`src/rtl/apb3_pkg.sv`:
```
// Shared definitions for the APB3 master: FSM state encoding and default
// width / timeout constants.
package apb3_pkg;

    localparam int DEF_ADDR_WIDTH     = 16;
    localparam int DEF_DATA_WIDTH     = 32;
    localparam int DEF_TIMEOUT_CYCLES = 255;

    // Wide enough for the largest legal TIMEOUT_CYCLES (65535).
    localparam int TIMEOUT_CNT_WIDTH  = 16;

    typedef enum logic [1:0] {
        IDLE   = 2'd0,
        SETUP  = 2'd1,
        ACCESS = 2'd2,
        RESP   = 2'd3
    } apb_state_e;

endpackage : apb3_pkg

```
`src/rtl/apb3_master_timeout.sv`:
```
// ACCESS-phase wait counter for the APB3 master; only instantiated when
// APB3_MASTER_TIMEOUT_EN is defined.
module apb3_master_timeout
    import apb3_pkg::*;
#(
    parameter int TIMEOUT_CYCLES = DEF_TIMEOUT_CYCLES
) (
    input  logic clk,
    input  logic resetn,
    input  logic clear,
    input  logic enable,
    output logic expired
);

    localparam logic [TIMEOUT_CNT_WIDTH-1:0] LAST_WAIT =
        TIMEOUT_CNT_WIDTH'(TIMEOUT_CYCLES - 1);

    logic [TIMEOUT_CNT_WIDTH-1:0] count;

    // Flags the stalled cycle whose increment would make the count reach
    // TIMEOUT_CYCLES, so the abort lands on exactly that ACCESS cycle.
    assign expired = enable && (count == LAST_WAIT);

    always_ff @(posedge clk or negedge resetn) begin
        if (!resetn) begin
            count <= '0;
        end else if (clear) begin
            count <= '0;
        end else if (enable && !expired) begin
            count <= count + TIMEOUT_CNT_WIDTH'(1);
        end
    end

endmodule : apb3_master_timeout

```
`src/rtl/apb3_master.sv`:
```
// APB3 initiator bridging a valid/ready request/response interface onto APB3.
// Define APB3_MASTER_TIMEOUT_EN to compile in the ACCESS-phase timeout.
module apb3_master
    import apb3_pkg::*;
#(
    parameter int ADDR_WIDTH     = DEF_ADDR_WIDTH,
    parameter int DATA_WIDTH     = DEF_DATA_WIDTH,
    parameter int TIMEOUT_CYCLES = DEF_TIMEOUT_CYCLES
) (
    input  logic                  clk,
    input  logic                  resetn,

    input  logic                  req_valid,
    output logic                  req_ready,
    input  logic                  req_write,
    input  logic [ADDR_WIDTH-1:0] req_addr,
    input  logic [DATA_WIDTH-1:0] req_wdata,

    output logic                  rsp_valid,
    input  logic                  rsp_ready,
    output logic [DATA_WIDTH-1:0] rsp_rdata,
    output logic                  rsp_error,
    output logic                  rsp_timeout,

    output logic [ADDR_WIDTH-1:0] PADDR,
    output logic                  PSEL,
    output logic                  PENABLE,
    output logic                  PWRITE,
    output logic [DATA_WIDTH-1:0] PWDATA,
    input  logic                  PREADY,
    input  logic [DATA_WIDTH-1:0] PRDATA,
    input  logic                  PSLVERROR
);

    if (TIMEOUT_CYCLES < 1 || TIMEOUT_CYCLES > 65535) begin : g_bad_timeout
        $error("apb3_master: TIMEOUT_CYCLES must be in 1..65535");
    end

    apb_state_e state;
    apb_state_e state_next;
    logic       out_of_reset;
    logic       accept;
    logic       complete;
    logic       timeout_hit;

`ifdef APB3_MASTER_TIMEOUT_EN
    logic timeout_q;

    apb3_master_timeout #(
        .TIMEOUT_CYCLES (TIMEOUT_CYCLES)
    ) u_timeout (
        .clk     (clk),
        .resetn  (resetn),
        .clear   (state == SETUP),
        .enable  ((state == ACCESS) && !PREADY),
        .expired (timeout_hit)
    );

    always_ff @(posedge clk or negedge resetn) begin
        if (!resetn) begin
            timeout_q <= 1'b0;
        end else if (complete) begin
            timeout_q <= !PREADY;
        end
    end

    assign rsp_timeout = timeout_q;
`else
    assign timeout_hit = 1'b0;
    assign rsp_timeout = 1'b0;
`endif

    assign accept   = req_valid && req_ready;
    assign complete = (state == ACCESS) && (PREADY || timeout_hit);

    // Keeps req_ready low during reset and until the first edge after release.
    always_ff @(posedge clk or negedge resetn) begin
        if (!resetn) begin
            out_of_reset <= 1'b0;
        end else begin
            out_of_reset <= 1'b1;
        end
    end

    // NOTE: sequential state is updated with non-blocking assignments only, so
    // every flop samples the pre-edge values regardless of process ordering.
    always_ff @(posedge clk or negedge resetn) begin
        if (!resetn) begin
            state <= IDLE;
        end else begin
            state <= state_next;
        end
    end

    // NOTE: every output of this block gets a default first, so no path can
    // leave a signal unassigned and infer a latch.
    always_comb begin
        state_next = state;
        req_ready  = 1'b0;
        PSEL       = 1'b0;
        PENABLE    = 1'b0;
        rsp_valid  = 1'b0;
        unique case (state)
            IDLE: begin
                req_ready = out_of_reset;
                if (req_valid && out_of_reset) state_next = SETUP;
            end
            SETUP: begin
                PSEL       = 1'b1;
                state_next = ACCESS;
            end
            ACCESS: begin
                PSEL    = 1'b1;
                PENABLE = 1'b1;
                if (PREADY || timeout_hit) state_next = RESP;
            end
            RESP: begin
                rsp_valid = 1'b1;
                if (rsp_ready) state_next = IDLE;
            end
            default: state_next = IDLE;
        endcase
    end

    // NOTE: the datapath registers are reset as well, because every output
    // must read 0 while resetn is low, not just the control signals.
    always_ff @(posedge clk or negedge resetn) begin
        if (!resetn) begin
            PADDR  <= '0;
            PWRITE <= 1'b0;
            PWDATA <= '0;
        end else if (accept) begin
            PADDR  <= req_addr;
            PWRITE <= req_write;
            PWDATA <= req_wdata;
        end
    end

    // A timeout completes with PREADY low; read data is only kept for clean reads.
    always_ff @(posedge clk or negedge resetn) begin
        if (!resetn) begin
            rsp_rdata <= '0;
            rsp_error <= 1'b0;
        end else if (complete) begin
            rsp_rdata <= (!PREADY || PWRITE || PSLVERROR) ? '0 : PRDATA;
            rsp_error <= !PREADY || PSLVERROR;
        end
    end

endmodule : apb3_master

```
`config.mk`:
```
export PLATFORM = sky130hd
export DESIGN_NAME = apb3_master
export DESIGN_NICKNAME = d
export VERILOG_FILES = /design/src/rtl/apb3_pkg.sv /design/src/rtl/apb3_master_timeout.sv /design/src/rtl/apb3_master.sv
export SDC_FILE = /design/constraint.sdc
export NUM_CORES = 1
export LEC_CHECK = 0
export ABC_AREA = 1
export CELL_PAD_IN_SITES_DETAIL_PLACEMENT = 1
export CELL_PAD_IN_SITES_GLOBAL_PLACEMENT = 2
export CORE_MARGIN = 5
export CORE_UTILIZATION = 22
export DETAILED_ROUTE_END_ITERATION = 12
export PLACE_DENSITY_LB_ADDON = 0.1
export SYNTH_ARGS = -nofsm -noshare
export SYNTH_HDL_FRONTEND = slang
export SYNTH_SLANG_ARGS = --single-unit
```
`constraint.sdc`:
```
create_clock -name clk -period 1.8 [get_ports clk]
set_input_delay 0.36 -clock clk [delete_from_list [all_inputs] [get_ports clk]]
set_output_delay 0.36 -clock clk [all_outputs]
set_load 0.01 [all_outputs]
```
==> flow_metrics.env <==
export IMPL_hold_depth=4
export IMPL_vias_per_cell=4.18
export IMPL_rsz0062_at_grt="no"
export IMPL_p_per_area_nw_per_um2=1520
export IMPL_timing_fmax_mhz=577
export IMPL_power_mw=8.80
export IMPL_num_antenna_cells=0
export IMPL_min_from="req_valid"
export IMPL_grt_pass1_vias=3511
export IMPL_final_cell_mix="nand2_1 (175), clkdlybuf4s50_1 (166), dfrtp_1 (85)"
export IMPL_clock_latency_ns=0.34
export IMPL_sw_frac_of_total_pct=33.8
export IMPL_met1_usage_pct=16.3
export IMPL_synthTopCellsByArea="dfrtp_1 (61%), nand2_1 (19%), nand3_1 (12%), buf_2 (2.3%), buf_6 (1.6%)"
export IMPL_critPathCaptureType="output pin"
export IMPL_drive_above_1_share_pct=7.58
export IMPL_nets=654
export IMPL_p_int_mw=5.82
export IMPL_post_dp_cell_area_um2=5470
export IMPL_p_clk_share_pct=20.1
export IMPL_fp_dieH_um=136
export IMPL_hold_slack_ns=0.417
export IMPL_netlist_area_leader_share_pct=61.0
export IMPL_cts_made_buffers=9
export IMPL_fin_skew_ns=0.00866
export IMPL_post_drt_wl_per_cell_um=15.3
export IMPL_dr_pass1_iters=4
export IMPL_antenna_found_initial=1
export IMPL_yosys_area_top_type="dfrtp_1"
export IMPL_whs_endpoint="PWDATA[21]$_DFFE_PN0P_"
export IMPL_ir_drop_mv=0.491
export IMPL_floorplan_initialDensity_pct=22.2
export IMPL_cts_max_level=3
export IMPL_critPathMaxStageDelay_ns=0.41
export IMPL_yosys_register_bits=85
export IMPL_layout_area_overhead_vs_synth_pct=65.9
export IMPL_wl_um=12000
export IMPL_syn_area_um2=3490
export IMPL_clockBufferDepth=2
export IMPL_num_rows=46
export IMPL_drt_initial_drc_count=102
export IMPL_instances_no_fill=783
export IMPL_design_core_area_um2=15700
export IMPL_startpoint_type="register"
export IMPL_die_area_um2=18500
export IMPL_worstRegToRegCells=8
export IMPL_synth_cells=387
export IMPL_cts_tree="yes"
export IMPL_slew_viol_final=0
export IMPL_cts_sinks=85
export IMPL_io_pins=174
export IMPL_root_buffer="clkbuf_16"
export IMPL_criticalPathCategory="reg -> out"
export IMPL_clk_pin_slew_ns=0.06
export IMPL_syn_num_nets=478
export IMPL_p_comb_share_pct=43.8
export IMPL_regToRegSetupSlack_ns=0.20
export IMPL_drtAntennaViolNets=0
export IMPL_switching_power_mw=2.98
export IMPL_cp_max_fo=3
export IMPL_crit_arrival_ns=1.37
export IMPL_fin_crit_sh_pct=96.2
export IMPL_tns_ns=0
export IMPL_p_leak_nw=2.80
export IMPL_seqPwrFrac_pct=36.1
export IMPL_cp_num_buf_inv=2
export IMPL_reg2reg_to="PWDATA[7]$_DFFE_PN0P_"
export IMPL_routabilityCongestion=0.708
export IMPL_vias=3272
export IMPL_grt_remaining_overflow=0
export IMPL_final_common_cell="nand2_1"
export IMPL_hold_class="in -> reg"
export IMPL_drc_errors=0
export IMPL_synth_cell_types=14
export IMPL_fin_area_um2=5780
export IMPL_busiest_layer="met2"
export IMPL_finalCriticalPeriod_ns=1.73
export IMPL_grt_usage_pct=13.3
export IMPL_dp_cells=764
export IMPL_outcome="finished, final reports clean"
export IMPL_ys_seq_area_share_pct=61.0
export IMPL_yosys_warnings=0
export IMPL_maxCapViolations=0
export IMPL_hpwl_um=8600
export IMPL_grt_met2_usage_pct=21.3
export IMPL_path_delay_family="buffers and inverters"
export IMPL_syn_area_per_cell_um2=9.01
export IMPL_grt_util_met3_pct=4.81
export IMPL_die_w_um=136
export IMPL_grt_first_pass_wirelength_um=19000
export IMPL_fill_cells=1816
export IMPL_finalSetupViolations=0
export IMPL_path_cells="buf_4, ha_1, dlygate4sd2_1"
export IMPL_slowest_stage="dfrtp_1"
export IMPL_finalHoldViolations=0
export IMPL_portBuffers=172
export IMPL_critPathRequiredTime_ns=1.44
export IMPL_r2r_start="state[1]$_DFFE_PN0P_"
export IMPL_grt_max_degree=36
## power groups by stage
stage	Sequential (mW)	Combinational [mW]	Clock, mW
final	3.18	3.86	1.77
after global routing	3.30	4.25	1.93
after CTS	3.20	3.93	1.87
after detailed placement	3.21	3.93	0
after global placement	3.19	3.89	0
after floorplan	3.53	1.17	0
## registers in the layout, summed over array words and instances, names as in the netlist
name and count:
PADDR 16, PWDATA 32, PWRITE 1, out_of_reset 1, rsp_error 1, rsp_rdata 32
state 2
## layout make-up
class	count	area [um^2]	share of cell area, %
repair buffers	191	1900	32.9
well taps	216	270	4.67
clock buffers	14	274	4.74
flip-flops and latches	85	2130	36.8
multi-input cells	268	1170	20.3
inverters	8	30.0	0.519
clock inverters	1	5.00	0.0866
## logic make-up after synthesis
kind of cell | count (synthesis) | share of synthesized area, %
and+or+nand+nor | 262 | 31.8
other | 2 | 0.215
DFF | 85 | 61.0
adders and majority gates | 4 | 1.44
buffers and inverters | 34 | 5.53
## metrics by stage
stage          setup slack, ns  utilization [%]
2_1_floorplan            0.489                -
3_3_place_gp            0.0905             34.8
3_5_place_dp            0.0624             34.8
4_1_cts                 0.0126             36.7
5_1_grt                0.00566             36.8
6_report                0.0682             36.8
## worst reg2reg max path, delay by kind of cell (launching register included)
family                   cells  cell delay, ns
buffers and inverters        4            0.66
adder cells (fa/ha/maj)      1            0.18
AND/OR/NAND/NOR              3            0.30
flip-flops                   1            0.40
## how the worst max path moves through the flow
stage                         startpoint                   endpoint  cells after the start
floorplan           state[0]$_DFFE_PN0P_  rsp_rdata[10]$_DFFE_PN0P_                      7
finish              state[0]$_DFFE_PN0P_                  rsp_valid                      3
detailed placement  state[0]$_DFFE_PN0P_      PWDATA[7]$_DFFE_PN0P_                      8
CTS                 state[1]$_DFFE_PN0P_                    PENABLE                      3
global route        state[0]$_DFFE_PN0P_                  rsp_valid                      3
global placement    state[0]$_DFFE_PN0P_                  req_ready                      5
## cells in the mapped netlist (all sizes together)
cell type and number:
nand2 177, nand3 82, conb 2, nand4 2, dfrtp 85, buf 23
ha 4, inv 8, clkbuf 3, nor3 1
## layer usage
metal  vias up  routed length (um)
li1       1571                   -
met1      1587                5130
met2       102                5680
met3        10                 979
met4         2                 159
met5         -                   7
## repair_timing
action,in CTS,in global routing
resized for setup,7,7
hold buffers,1,0
hold endpoints to repair,32,0
buffers inserted,1,2
setup endpoints to repair,4,46
Note: power is estimated with default switching activity, not from simulation.
